`config.mk`:
```
export PLATFORM = sky130hd
export DESIGN_NAME = mult_ctrl_flat
export DESIGN_NICKNAME = d
export VERILOG_FILES = /design/src/rtl/mult_ctrl_if.sv /design/src/rtl/mult_ctrl.sv /design/src/flat_wrapper.sv
export SDC_FILE = /design/constraint.sdc
export NUM_CORES = 1
export LEC_CHECK = 0
export BUFFER_PORTS_ARGS = -buffer_cell sky130_fd_sc_hd__buf_2
export CAP_MARGIN = 5
export CORE_MARGIN = 1
export CORE_UTILIZATION = 30
export DETAILED_ROUTE_END_ITERATION = 10
export GPL_TIMING_DRIVEN = 0
export PLACE_DENSITY = 0.54
export SETUP_SLACK_MARGIN = 0.02
export SLEW_MARGIN = 15
export SYNTH_ARGS = -nofsm -noshare
export SYNTH_HDL_FRONTEND = slang
export SYNTH_SLANG_ARGS = --single-unit
```
`constraint.sdc`:
```
create_clock -name Clk -period 2.1 [get_ports Clk]
set_clock_uncertainty 0.2 [all_clocks]
set_input_delay 0.42 -clock Clk [delete_from_list [all_inputs] [get_ports Clk]]
set_output_delay 0.42 -clock Clk [all_outputs]
set_load 0.03 [all_outputs]
```
`src/rtl/mult_ctrl_if.sv`:
```
// Strobe and button bundle between the multiplier control unit and the A/B/X datapath.
// The master side is the control unit. The slave side is the datapath, which also
// forwards the synchronized buttons.
interface mult_ctrl_if;
  logic clear_a_load_b;  // active-low, synchronized
  logic run;             // active-low, synchronized
  logic m;               // B[0] from the datapath
  logic ld_b;
  logic clr_ax;
  logic add_en;
  logic sub_en;
  logic shift_en;
  logic busy;
  logic done;

  modport master (
    input  clear_a_load_b,
    input  run,
    input  m,
    output ld_b,
    output clr_ax,
    output add_en,
    output sub_en,
    output shift_en,
    output busy,
    output done
  );

  modport slave (
    output clear_a_load_b,
    output run,
    output m,
    input  ld_b,
    input  clr_ax,
    input  add_en,
    input  sub_en,
    input  shift_en,
    input  busy,
    input  done
  );
endinterface

```
`src/rtl/mult_ctrl.sv`:
```
// Control unit for the 8x8 signed shift-add multiplier.
// It turns the button levels into one-hot datapath strobes.
// Each multiply runs CLRAX, then 8 x (ADD, SHIFT), then waits in HOLD until run is released.
module mult_ctrl (
  input  logic        Clk,
  input  logic        reset,
  mult_ctrl_if.master bus
);

  typedef enum logic [2:0] {
    StIdle,
    StLoadB,
    StClrAx,
    StAdd,
    StShift,
    StHold
  } state_e;

  state_e     state_q, state_d;
  logic [2:0] cnt_q, cnt_d;
  logic       run_prev_q;
  logic       run_fall;

  // A press is the falling edge of the active-low run level.
  assign run_fall = ~bus.run & run_prev_q;

  // State, iteration counter and run history.
  // run history updates every cycle, so presses made while busy are not replayed.
  always_ff @(posedge Clk) begin
    if (reset) begin
      state_q    <= StIdle;
      cnt_q      <= 3'd0;
      run_prev_q <= 1'b1;
    end else begin
      state_q    <= state_d;
      cnt_q      <= cnt_d;
      run_prev_q <= bus.run;
    end
  end

  // Next-state logic and Moore strobe decode; add/sub are further qualified by m.
  always_comb begin
    state_d      = state_q;
    cnt_d        = cnt_q;
    bus.ld_b     = 1'b0;
    bus.clr_ax   = 1'b0;
    bus.add_en   = 1'b0;
    bus.sub_en   = 1'b0;
    bus.shift_en = 1'b0;
    bus.busy     = 1'b0;
    bus.done     = 1'b0;

    unique case (state_q)
      StIdle: begin
        // run wins over clear_a_load_b when both occur in the same cycle
        if (run_fall) begin
          state_d = StClrAx;
        end else if (!bus.clear_a_load_b) begin
          state_d = StLoadB;
        end
      end
      StLoadB: begin
        bus.ld_b = 1'b1;
        state_d  = StIdle;
      end
      StClrAx: begin
        bus.clr_ax = 1'b1;
        bus.busy   = 1'b1;
        cnt_d      = 3'd0;
        state_d    = StAdd;
      end
      StAdd: begin
        bus.busy = 1'b1;
        // The last partial product has negative weight, which is the sign correction.
        if (bus.m) begin
          if (cnt_q == 3'd7) begin
            bus.sub_en = 1'b1;
          end else begin
            bus.add_en = 1'b1;
          end
        end
        state_d = StShift;
      end
      StShift: begin
        bus.shift_en = 1'b1;
        bus.busy     = 1'b1;
        if (cnt_q == 3'd7) begin
          state_d = StHold;
        end else begin
          cnt_d   = cnt_q + 3'd1;
          state_d = StAdd;
        end
      end
      StHold: begin
        bus.done = 1'b1;
        if (bus.run) begin
          state_d = StIdle;
        end
      end
      default: begin
        state_d = StIdle;
      end
    endcase
  end

endmodule

```
`src/flat_wrapper.sv`:
```
// flat-port wrapper written by rule: the top's interface ports become plain ports
module mult_ctrl_flat 
  (Clk, reset, bus_clear_a_load_b, bus_run, bus_m, bus_ld_b, bus_clr_ax, bus_add_en, bus_sub_en, bus_shift_en, bus_busy, bus_done);
  mult_ctrl_if bus_i ();
  input  logic Clk;
  input  logic reset;
  input wire logic [$bits(bus_i.clear_a_load_b)-1:0] bus_clear_a_load_b;
  input wire logic [$bits(bus_i.run)-1:0] bus_run;
  input wire logic [$bits(bus_i.m)-1:0] bus_m;
  output wire logic [$bits(bus_i.ld_b)-1:0] bus_ld_b;
  output wire logic [$bits(bus_i.clr_ax)-1:0] bus_clr_ax;
  output wire logic [$bits(bus_i.add_en)-1:0] bus_add_en;
  output wire logic [$bits(bus_i.sub_en)-1:0] bus_sub_en;
  output wire logic [$bits(bus_i.shift_en)-1:0] bus_shift_en;
  output wire logic [$bits(bus_i.busy)-1:0] bus_busy;
  output wire logic [$bits(bus_i.done)-1:0] bus_done;
  assign bus_i.clear_a_load_b = bus_clear_a_load_b;
  assign bus_i.run = bus_run;
  assign bus_i.m = bus_m;
  assign bus_ld_b = bus_i.ld_b;
  assign bus_clr_ax = bus_i.clr_ax;
  assign bus_add_en = bus_i.add_en;
  assign bus_sub_en = bus_i.sub_en;
  assign bus_shift_en = bus_i.shift_en;
  assign bus_busy = bus_i.busy;
  assign bus_done = bus_i.done;
  mult_ctrl u_core (.Clk(Clk), .reset(reset), .bus(bus_i));
endmodule
```
Yosys cells after proc, flatten, opt, wreduce, memory -nomap -nowiden:

Cells that the tools add are included.
W data, S select, Z words.

* output and inout bits: 7
* flip-flop bits (word level): 7

* eq/ne operators: 9
* add/sub/neg operators: 1
* mux-type cells: 18
* bitwise gates (word level): 2
* reduce and logical (&&, ||, !) cells: 5

Operators by type and width (number)
* $mux W3: 5
* $pmux W3 S5: 1
* $mux W1: 11
* $eq A3 B3 Y1 const B: 3
* $eq A3 B2 Y1 const B: 2
* $pmux W3 S2: 1
* $ne A2 B2 Y1 const B: 2
* $reduce_and A2 Y1: 2
* $add A3 B1 Y3 const B: 1
* $eq A3 B1 Y1 const B: 1
* $logic_not A3 Y1: 1
* $ne A3 B2 Y1 const B: 1
* $reduce_or A3 Y1: 1
* $reduce_bool A2 Y1: 1
* $and A1 B1 Y1: 1
* $not A1 Y1: 1

Longest topological paths before layout:

Gate-level depths: netlist (run 1).

* depth after elaboration: 4
* gate-level depth with buffers: 5
* mapped depth without buffers: 5

Worst setup path before layout (run 1):

No wires, ideal clock.

* path kind: reg2out
* from: reg u_core.state_q[0]
* to: out bus_ld_b
* arrival time: 1313 ps
* cell stages (with the launch flop): 3
* path buffers: 1
* path slack: 167 ps
* path through: dfxtp_1 -> buf_2 -> nor3b_1

* word-level cells in the longest chain between the ends: 2

Ends and longest elaborated chain
* from (decl): RTL line mult_ctrl.sv:19 `state_e state_q, state_d;`
* from (signal assigned): RTL line mult_ctrl.sv:31 `state_q <= StIdle;`
* from (signal assigned): RTL line mult_ctrl.sv:35 `state_q <= state_d;`
* $eq A3 B1 Y1: RTL line mult_ctrl.sv:53 `unique case (state_q)`
* $mux W1: RTL line mult_ctrl.sv:53
* to (decl): RTL line flat_wrapper.sv:10 `output wire logic [$bits(bus_i.ld_b)-1:0] bus_ld_b;`

Every way passes these cells.

Worst setup path in the final report (run 1):

* from: reg u_core.cnt_q[0]
* to: out bus_sub_en

* word-level cells in the longest chain between the ends: 4

Ends and longest elaborated chain
* from (decl): RTL line mult_ctrl.sv:20 `logic [2:0] cnt_q, cnt_d;`
* from (signal assigned): RTL line mult_ctrl.sv:36 `cnt_q <= cnt_d;`
* $eq A3 B3 Y1: RTL line mult_ctrl.sv:76 `if (cnt_q == 3'd7) begin`
* $mux W1: RTL line mult_ctrl.sv:76
* $mux W1: RTL line mult_ctrl.sv:75 `if (bus.m) begin`
* $mux W1: RTL line mult_ctrl.sv:53
* to (decl): RTL line flat_wrapper.sv:13 `output wire logic [$bits(bus_i.sub_en)-1:0] bus_sub_en;`

Every way passes these cells.

==> results, run 1 <==
- The number of antenna violations at the first check in global routing is 0.
- The synthesized design contains 0 enable-type register cells.
- Synthesis produced 42 cells.
- After detailed placement, the total cell area comes to 473 um2.
- After Yosys synthesis, XOR and XNOR cells account for 0% of the synthesized area.
- The hold violation count in the final report is 0.
- The number of antenna cells inserted is 0.
- The met3 usage in global routing is 10.5%.
- Cells with a size suffix above 1 make up 40.4% of the layout.
- For the pin with the worst max-slew slack, the measured transition is 334 ps.
- Traced cell by cell, the critical path runs through ha_1 > ha_2 > inv_1 > nor2_1 > clkbuf_4.
- The cell count of the worst reg-to-reg path is 5.
- The via count of the first global-routing pass is 324.
- The DRC violation count after routing is 0.
- The global router's overall resource usage is 14.6%.
- On the worst path, the slowest cell contributes a delay of 350 ps.
- The minimum clock period is 1970 ps.
- TritonCTS built the clock tree.
- Counting every net in the synthesized netlist gives 49.
- The hold-fix buffer count after cts is 0.
- The count of unique library cells instantiated by Yosys is 25.
- The layout has 131 filler cells.
- The relative slew slack is 77.6%.
- In this run the worst setup path begins at u_core.cnt_q[0].
- In this run the worst setup path terminates at bus_sub_en.
- The share of the synthesized area in compound gates (AO/OA/AOI/OAI) is 20.9%.
- The cell at the slowest stage of the critical path is dfxtp_1.
- The mean post-synth cell area is 9.53 um2.
- The combinational family with the most area after synthesis is simple AND/OR/NAND/NOR gates.
- For flop-to-flop paths, the worst setup slack is 510 ps.
- Counting both buffers and inverters, the worst setup path holds a total of 2.
- Summed over all layers, the global routing overflow is 0.
- The die area is 1480 um2.
- In this run the remaining antenna-violating nets after routing total 0.
- The data arrival at the endpoint of the critical path is 1350 ps.
- In this run, CTS created clock tree buffers numbering 3.
- After clock tree synthesis, the clock-pin slew on the worst setup and hold paths is 50 ps.
- The final total negative setup slack is 0 ps.
- Pin placement for this block handled 12 I/O pins.
- After Yosys synthesis, and, or, nand and nor cells account for 31.9% of the synthesized area.
- Cells fill 43.1% of the core in the end.
- The routed layout has 334 vias.
- After the last flow step, the layout net total stands at 65.
- Of all nets on the critical path, the largest fanout is 5.
- The run finished with clean final reports.
- VDD sags by at most 394 uV.
- The power density normalized to cell area is 654 nW/um2.
- The met2 usage in global routing is 20.8%.
- The area occupied by registers is 140 um2.
- The max-slew violation count came to 0.
- The layout overhead on the synthesized area is 25.9%.
- The most used flip-flop cell after synthesis is dfxtp_1.
- Entering global routing, the biggest net connects 11 pins.
- Broken down by cell family, the worst path's largest delay share belongs to adder cells.
- In the post-synthesis netlist, the biggest area contributors are dfxtp_1 35%, a22o_1 6.6%, ha_1 6.3%.
- The first TritonRoute pass finished after 4 iterations.
- The placeable core region is 1170 um2.
- The post-synthesis register bit count is 7.
- The post-synthesis adder-cell area fraction is 6.25%.
- The post-route fraction of the period consumed by the critical path is 93.8%.
- The sequential cell area fraction in the yosys report is 35.0%.
- In this run the number of H-tree levels came out at 1.
- The first global-routing pass estimated 1420 um of wire.
- The min-delay analysis places its worst path in the category in -> reg.
- The required time at the worst-slack endpoint is 1480 ps.
- The number of DRC markers in iteration 0 is 9.
- The count of instances resized after the clock tree is built is 0.
- The fmax is 508 MHz.
- Summed over all cells, the static leakage comes to 0.226 nW.
- Ranked by instance count, the synthesized netlist is headed by 7 x dfxtp_1, 4 x nor2_1, 3 x a22o_1, 3 x nor2b_1.
- Once the floorplan was initialized, standard cells occupied 34.2% of the core.
- The latest clock arrival within the worst-skew pair is 250 ps.
- The floorplan row count is 12.
- No sink is reached through more buffers than the 2 on the longest clock path.
- The kind of launch point of the worst setup path is a flip-flop.
- The weighted congestion at the end of routability-driven global placement is 0.703.
- The most common cell in the synthesized netlist is dfxtp_1.
- Measured along the y axis, the die boundary spans 38.5 um.
- The capturing point of the worst reg2reg path is u_core.cnt_q[0].
- The beginning of the worst register-to-register path is u_core.cnt_q[0].
- From left edge to right edge, the die measures 38.5 um.
- After detailed routing, the number of vias per cell comes to 4.70.
- The number of cells on the critical path is 5.
- Setup repair after global routing left no endpoint under its margin.
- During placement, the flow inserted port buffers numbering 11.
- The clock net in this run drives a total of 7 sinks.
- The cell type contributing the most total cell area after synthesis is dfxtp_1.
- The area share of the leading cell type in the synthesized netlist is 35.0%.
- Of all flip-flops after synthesis, the portion carrying an async set or reset was 0%.
- The number of warning messages in the yosys log is 0.
- The post-route cell area is 504 um2.
- In this run the most used layer during global routing was met2.
- Detailed placement ended at an HPWL of 603 um.
- The type of destination of the critical path is an output pin.
- In the final routed layout, each cell accounts on average for 11.5 um.
- The overall routed net length is 820 um.
- Summing internal, switching and leakage power gives 0.330 mW.
- Clock tree synthesis selected as its root buffer the cell clkbuf_4.
- The combined area of all synthesized cells is 400 um2.
- Once the clock tree was built, the setup fixing pass inserted 0 buffers.
- The number of maximum-capacitance violations is 0.
- The critical path is of the reg -> out type.
- Global routing consumed, on the met1 layer, 17.7% of the routing resources.
- Setup violations remaining at the end of the flow were counted as 0.
- The multiplexer share of the synthesized area is 3.75%.
- The area used by multi-input combinational logic is 254 um2.
-- layer usage --
| layer | share of wire (%) | routed length, um |
|---|---|---|
| met1 | 52 | 428 |
| met2 | 45 | 369 |
| met3 | 2.8 | 23 |
| met4 | 0 | 0 |
| met5 | 0 | 0 |
-- flip-flops by register name, indices dropped and copies added, names as in the netlist --
name	flops
u_core.cnt_q	3
u_core.state_q	3
u_core.run_prev_q	1
-- per-stage QoR --
| step | hold WS [ps] | worst slack [ps] | std cells |
|---|---|---|---|
| 3_5_place_dp | 278 | 336 | 67 |
| 6_report | 219 | 130 | 71 |
| 2_1_floorplan | 254 | 167 | 42 |
| 4_1_cts | 210 | 58.9 | 71 |
| 5_1_grt | 205 | 23.3 | 71 |
| 3_3_place_gp | 272 | 339 | 67 |
-- cell type report --
| class | instances | share of cell area, % |
|---|---|---|
| buffer | 1 | 0.993 |
| clock buffer | 4 | 5.21 |
| inverter | 1 | 0.744 |
| multi-input combinational | 33 | 50.4 |
| sequential | 7 | 27.8 |
| tap | 14 | 3.47 |
| timing repair buffer | 11 | 11.4 |
-- logic make-up (layout without fill, tap and decap cells) --
family,after synthesis,in the layout
AOI/OAI and AO/OA,10,10
adders and majority gates,2,2
buffers and inverters,2,17
DFF,7,7
muxes,1,1
and+or+nand+nor,20,20
-- report_power, final --
group	switching, mW	total [mW]	internal (mW)
clock	0.0472	0.120	0.0724
sequential	0.00673	0.146	0.139
combinational	0.0384	0.0647	0.0264
-- layout by cell type, fill, tap and decap left out, types with 2 or more instances in the layout --
cell type,netlist,final
a21oi_1,2,2
a22o_1,3,3
buf_2,1,11
clkbuf_4,0,4
dfxtp_1,7,7
nand2_1,2,2
nor2_1,4,4
nor2b_1,3,3
o21bai_1,2,2
-- worst min path at each step --
stage,startpoint,end,slack (ps),cells past startpoint
2_1_floorplan,u_core.cnt_q[1],u_core.cnt_q[1],250,1
3_3_place_gp,u_core.cnt_q[1],u_core.cnt_q[1],270,1
3_5_place_dp,u_core.cnt_q[1],u_core.cnt_q[1],280,1
4_1_cts,bus_run,u_core.run_prev_q,210,2
5_1_grt,bus_run,u_core.run_prev_q,200,2
6_report,bus_run,u_core.run_prev_q,220,2
Note: power is estimated with default switching activity, not from simulation.
==> inputs of run 2 (changes only) <==
ABC_AREA = 1   (was default)
clock period = 2.4 ns   (was 2.1 ns; I/O delays follow)
==> run 2 against run 1 <==
Sequential share of layout area grew 0.78 points; register-to-register slack improved by 470 ps; highest routed layer unchanged; largest cell class unchanged; combinational power is 28% higher; critical endpoint unchanged; worst setup slack better by 150 ps; worst hold slack gained 29 ps; cell count up 24%.
==> results, run 2 <==
- The count of unique library cells instantiated by Yosys is 15 (-40%).
- The path class of the tightest hold or removal check is in -> reg.
- In this run the worst setup path begins at u_core.cnt_q[0].
- The wire length on met3 is 19 um (-17%).
- The power density normalized to cell area was 645 nW/um2 (-1.5%).
- The total number of clock tree sinks is 7 (unchanged).
- The cell depth of the worst min-delay path came to 3 (+1).
- The run finished with clean final reports.
- The number of search-and-repair iterations in the first detailed-routing pass is 2 (-2).
- The DRC violation count after routing is 0 (unchanged).
- The floorplan row count is 12 (unchanged).
- The required time at the worst-slack endpoint was 1720 ps (+240 ps).
- The largest stage delay on the critical path is 350 ps (about the same).
- The TritonCTS buffer count is 3 (unchanged).
- The routed wire length on met2 is 390 um (+5.7%).
- The most frequent cell on the critical path is ha_1.
- The largest buffer count on any clock path is 2 (unchanged).
- dfxtp_1 takes more of the synthesized area than any other cell.
- The overall power consumption is 0.316 mW (-4.2%).
- The filler cell count in the final layout is 127 (-3.1%).
- The pin count of the biggest net entering global routing is 8 (-3).
- The cell at the slowest stage of the critical path is dfxtp_1.
- The cell count of the worst reg-to-reg path was 7 (+2).
- The reg-to-reg setup timing slack came to 980 ps (+470 ps).
- In the synthesized netlist the dominant register cell turns out to be dfxtp_1.
- The number of DRC markers in iteration 0 was 6 (-3).
- The residual overflow from global routing is 0 (unchanged).
- The vias after detailed routing is 390 (+17%).
- The area share of the leading cell type in the synthesized netlist is 35.8% (+0.78 points).
- The setup fix buffers added after clock tree synthesis is 0 (unchanged).
- The I/O pin count came to 12 (unchanged).
- The maximum fanout encountered on the critical timing path is 4 (-1).
- The first-pass GRT wire length is 1370 um (-3.9%).
- The number of maximum-capacitance violations is 0 (unchanged).
- The average wire per standard cell is 9.19 um (-20%).
- The combined area of all synthesized cells was 392 um2 (-2.2%).
- The hold-fix buffer count after cts came to 0 (unchanged).
- After synthesis, the most frequently instantiated cells are 15 x nand2_1, 7 x dfxtp_1, 7 x inv_1, 6 x nor2_1, 4 x a21oi_1.
- The post-route antenna net violation count came to 0 (unchanged).
- The path with the worst hold slack has its endpoint at u_core.run_prev_q.
- The effective utilization at floorplan is 33.9% (-0.31 points).
- The detailed placer's ending HPWL is 660 um (+9.4%).
- The largest registers in the layout are u_core.cnt_q (3), u_core.state_q (3), u_core.run_prev_q (1).
- The type of destination of the critical path is an output pin.
- The total number of nets in the final design came to 82 (+26%).
- The mean post-synth cell area came to 6.64 um2 (-30%).
- After detailed routing, no signal wire sits above met3.
- The layout overhead on the synthesized area is 25.2%.
- The actual transition at the worst max-transition pin is 266 ps (-68.0 ps).
- The latest clock arrival within the worst-skew pair came to 240 ps (about the same).
- The final total negative setup slack is 0 ps (unchanged).
- The number of warning messages in the yosys log is 0 (unchanged).
- The sequential cell area fraction in the yosys report came to 35.8% (+0.78 points).
- The beginning of the worst register-to-register path is u_core.cnt_q[0].
- The leakage power figure is 0.271 nW (+20%).
- In this run the critical register-to-register path is captured at u_core.state_q[1].
- By area the synthesized netlist is led by dfxtp_1 36%, nand2_1 14%, inv_1 6.7%.
- The number of antenna violations at the first check in global routing is 0 (unchanged).
- In the layout the commonest cells are 15 x nand2_1, 11 x buf_2, 7 x inv_1, 7 x dfxtp_1, 6 x nor2_1.
- The leading cell type in the layout, fill and taps excluded is nand2_1.
- The placeable core region was 1160 um2 (-1.3%).
- In the finished design, the share of the clock period the worst path needs comes to 88.2%.
- The critical path is of the reg -> out type.
- The worst setup path is launched from a flip-flop.
- The count of flip-flops with a built-in enable after synthesis is 0 (unchanged).
- The post-synthesis register bit count is 7 (unchanged).
- The maximum resistive drop on vdd is 255 uV (-35%).
- The detailed-route vias per instance is 4.43 (-5.8%).
- The weighted congestion at the end of routability-driven global placement is 0.655 (-6.8%).
- The most instantiated library cell after synthesis is nand2_1.
- TritonCTS built the clock tree.
- The number of buffers added on ports is 11 (unchanged).
- The relative slew slack was 82.3% (+4.7 points).
- Setup repair after global routing left no endpoint under its margin.
- The max-slew violation count is 0 (unchanged).
- The floorplan die width is 38.1 um (-1.0%).
- The clock-pin slew on the worst setup and hold paths is 50 ps (about the same).
- The number of antenna cells inserted is 0 (unchanged).
- The critical path goes through ha_1 > ha_1 > inv_1 > nor3_1 > buf_2.
- The routed length on met1 is 399 um (-6.8%).
- The H-tree level count came to 1 (unchanged).
- The share of flip-flops with an asynchronous set or reset after synthesis is 0% (unchanged).
- The data arrival at the endpoint of the critical path came to 1440 ps (+90 ps).
- The vertical extent of the die was 38.1 um (-1.0%).
- The count of instances resized after the clock tree is built is 0 (unchanged).
- The number of nets produced by synthesis is 66 (+35%).
- The count of final setup violators was 0 (unchanged).
- The die area came to 1450 um2 (-2.1%).
- The share of cells above drive strength 1 is 31.1% (-9.3 points).
- The global router's overall resource usage is 14.2% (-0.40 points).
- The worst path in the final design needs a cycle of 2120 ps, including I/O delays and setup.
- The tree is rooted in a clkbuf_4.
- The overall routed net length was 809 um (-1.3%).
- Static timing analysis puts the maximum clock frequency at 473 MHz.
- The hold violation count in the final report is 0 (unchanged).
- The instance count of the mapped netlist is 59 (+40%).
- The via count of the first global-routing pass came to 353 (+9.0%).
- The startpoint of the most critical hold path is bus_run.
[run 2: cell count changes after synthesis, moves of 3 or more]
cell     change
inv_2        +3
nand2_2      +3
nand2_1     +13
a22o_1       -3
inv_1        +6
nor2b_1      -3
[run 2: cell type report]
type                       instances  area, um2  area share [%]
sequential                         7        140            28.6
multi-input combinational         42        214            43.6
timing repair buffer              11       55.1            11.2
clock buffer                       4       26.3            5.36
inverter                          10       37.5            7.65
tap                               14       17.5            3.57
[run 2: critical path: cells and delay by family (launching register included)]
family / cells / cell delay (ps)
AND/OR/NAND/NOR: 1 / 160
buffers and inverters: 2 / 300
flip-flops: 1 / 350
adder cells (fa/ha/maj): 2 / 380
[run 2: power breakdown]
part           switching [mW]  internal, mW  leakage, nW  total (mW)
Combinational          0.0571        0.0255        0.199      0.0826
Clock                  0.0400        0.0632       0.0150       0.103
Sequential            0.00685         0.123       0.0572       0.130
[run 2: metal layers]
metal  vias to the layer above  track usage [%]
met4                         0             13.4
met5                         -                0
li1                        217                -
met1                       166             17.3
met3                         0             1.74
met2                         7             21.2
[run 2: kinds of logic after synthesis]
group	after synthesis	share of synthesized area, %
adders and majority gates	2	6.39
AOI/OAI and AO/OA	6	7.99
DFF	7	35.8
buffers and inverters	10	9.59
and+or+nand+nor	34	40.3
[run 2: how the worst max path moves through the flow]
stage                     cells past startpoint  slack [ps]          to
after floorplan                               4         290  bus_sub_en
after global placement                        5         560  bus_sub_en
after detailed placement                      5         550  bus_sub_en
after CTS                                     5         270  bus_sub_en
after global routing                          5         200  bus_sub_en
final                                         5         280  bus_sub_en
[run 2: per-stage QoR]
step | hold slack, ps | cell area [um2] | instances | setup WS [ps] | util, %
after CTS | 242 | 490 | 88 | 272 | 42.4
after detailed placement | 250 | 464 | 84 | 552 | 40.2
after global placement | 251 | 464 | 84 | 558 | 40.2
after global routing | 268 | 490 | 88 | 196 | 42.4
after floorplan | 228 | 392 | 59 | 290 | -
final | 248 | 490 | 88 | 284 | 42.4
==> inputs of run 3 (changes only) <==
clock period = 2.1 ns   (was 2.4 ns; I/O delays follow)
==> run 3 against run 2 <==
Worst setup slack worse by 180 ps; flip-flop and latch count unchanged; power is 14% higher; non-clock buffer count did not move; critical endpoint unchanged; largest power group unchanged.
==> results, run 3 (synthesis results as in run 2) <==
- The flow ran to the end, and the final reports show no timing, DRC or antenna violations.
- Setup repair after global routing left no endpoint under its margin.
- The leakage power figure is 0.268 nW (-1.2%).
- The leading cell type in the layout, fill and taps excluded is nand2_1.
- The count of instances resized after the clock tree is built is 0 (unchanged).
- The die area is 1450 um2 (unchanged).
- The placeable core region is 1160 um2 (unchanged).
- The required time at the worst-slack endpoint is 1480 ps (-240 ps).
- The number of buffers added on ports is 11 (unchanged).
- The setup fix buffers added after clock tree synthesis is 0 (unchanged).
- The number of maximum-capacitance violations came to 0 (unchanged).
- The number of antenna violations at the first check in global routing is 0 (unchanged).
- The type of destination of the critical path is an output pin.
- The overall routed net length is 835 um (+3.2%).
- The floorplan row count is 12 (unchanged).
- The fmax is 501 MHz.
- The post-route antenna net violation count is 0 (unchanged).
- The maximum fanout encountered on the critical timing path is 4 (unchanged).
- The pre-CTS setup slack is 312 ps (-240 ps).
- The actual transition at the worst max-transition pin is 268 ps (+2.05 ps).
- The clock-pin slew on the worst setup and hold paths is 50 ps (about the same).
- The detailed-route vias per instance is 4.52 (+2.1%).
- In this run the worst hold path is classified as in -> reg.
- The area used by multi-input combinational logic is 226 um2 (+5.8%).
- The filler cell count in the final layout is 125 (-1.6%).
- The count of placed standard cells including taps was 84 (unchanged).
- The final cell count without fillers came to 88 (unchanged).
- The post-route cell area came to 505 um2 (+3.1%).
- The number of DRC markers in iteration 0 is 5 (-1).
- Among all stages on the critical path, the largest delay is contributed by dfxtp_1.
- The share of cells above drive strength 1 is 32.4% (+1.4 points).
- The hold-fix buffer count after cts is 0 (unchanged).
- The first-pass GRT wire length is 1370 um (unchanged).
- The vias after detailed routing is 398 (+2.1%).
- The number of antenna cells inserted is 0 (unchanged).
- The DRC violation count after routing is 0 (unchanged).
- The total number of nets in the final design is 82 (unchanged).
- The TritonCTS buffer count is 3 (unchanged).
- The tree is rooted in a clkbuf_4.
- The global router's overall resource usage is 14.2% (unchanged).
- The power density normalized to cell area was 715 nW/um2 (+11%).
- The largest buffer count on any clock path is 2 (unchanged).
- The final total negative setup slack is 0 ps (unchanged).
- The average wire per standard cell is 9.49 um (+3.2%).
- The data arrival at the endpoint of the critical path was 1380 ps (-60 ps).
- The detailed placer's ending HPWL came to 660 um (unchanged).
- The post-route worst setup slack came to 105 ps (-180 ps).
- The latest clock arrival within the worst-skew pair is 240 ps (about the same).
- The largest stage delay on the critical path is 350 ps (about the same).
- The H-tree level count is 1 (unchanged).
- The critical path is of the reg -> out type.
- The overall power consumption is 0.362 mW (+14%).
- The max-slew violation count is 0 (unchanged).
- The residual overflow from global routing was 0 (unchanged).
- The minimum clock period is 2000 ps.
- The post-route fraction of the period consumed by the critical path is 95.0%.
- The worst slack on hold paths is 188 ps (-60.1 ps).
- The vertical extent of the die is 38.1 um (unchanged).
- The count of final setup violators is 0 (unchanged).
- The maximum resistive drop on vdd is 291 uV (+14%).
- The floorplan die width is 38.1 um (unchanged).
- The total number of clock tree sinks is 7 (unchanged).
- The number of search-and-repair iterations in the first detailed-routing pass came to 2 (unchanged).
- The CTS tree is built.
- The largest registers in the layout are u_core.cnt_q (3), u_core.state_q (3), u_core.run_prev_q (1).
- The hold violation count in the final report was 0 (unchanged).
- The I/O pin count came to 12 (unchanged).
- The kind of launch point of the worst setup path is a flip-flop.
- The pin count of the biggest net entering global routing came to 8 (unchanged).
- The via count of the first global-routing pass is 353 (unchanged).
- The relative slew slack is 82.1% (-0.14 points).
- In the layout the commonest cells are 15 x nand2_1, 10 x buf_2, 7 x inv_1, 7 x dfxtp_1, 6 x nor2_1.
- From synthesis to final layout, the design area changed by 29.1%.
- The weighted congestion at the end of routability-driven global placement was 0.655 (unchanged).
- The cell area after placement is 464 um2 (unchanged).
- The final cell utilization of the core is 43.7% (+1.3 points).
- The area occupied by registers is 140 um2 (unchanged).
- The effective utilization at floorplan is 33.9% (unchanged).
- The signal on the critical path passes through ha_1 > ha_4 > inv_1 > nor3_1 > buf_4.
[run 3: cell types whose count changed in the layout (fill, tap and decap cells not counted)]
cell / before / now
ha_1: 2 / 1
buf_4: 0 / 1
ha_4: 0 / 1
buf_2: 11 / 10
[run 3: final timing paths]
check                                    endpoint  depth (start not counted)       startpoint  slack (ps)
worst max-delay path                   bus_sub_en                          5  u_core.cnt_q[0]         100
worst max register to register  u_core.state_q[1]                          7  u_core.cnt_q[0]         720
worst min register to register    u_core.cnt_q[0]                          1  u_core.cnt_q[0]         260
worst min-delay path            u_core.run_prev_q                          3          bus_run         190
[run 3: area by class of cell]
type | instances | area share [%]
sequential | 7 | 27.7
inverter | 10 | 7.43
clock buffer | 4 | 5.20
tap | 14 | 3.47
timing repair buffer | 11 | 11.4
multi-input combinational | 42 | 44.8
[run 3: report_power, final]
| part | switching, mW | leakage, nW | internal (mW) |
|---|---|---|---|
| clock network | 0.0460 | 0.0150 | 0.0723 |
| registers | 0.00787 | 0.0572 | 0.141 |
| logic | 0.0653 | 0.196 | 0.0291 |
| total | 0.119 | 0.268 | 0.242 |
[run 3: metal layers]
metal | vias up | GRT usage [%] | wire, um | share of wire, %
li1 | 219 | - | - | -
met4 | 0 | 13.4 | 0 | 0
met3 | 0 | 1.74 | 23 | 2.8
met2 | 7 | 21.2 | 409 | 49
met5 | - | 0 | 0 | 0
met1 | 172 | 17.3 | 402 | 48
[run 3: critical path: cells and delay by family, from the launching register on]
kind          cells  cell delay (ps)
flops             1              350
simple gates      1              170
buf+inv           2              250
fa+ha+maj         2              370
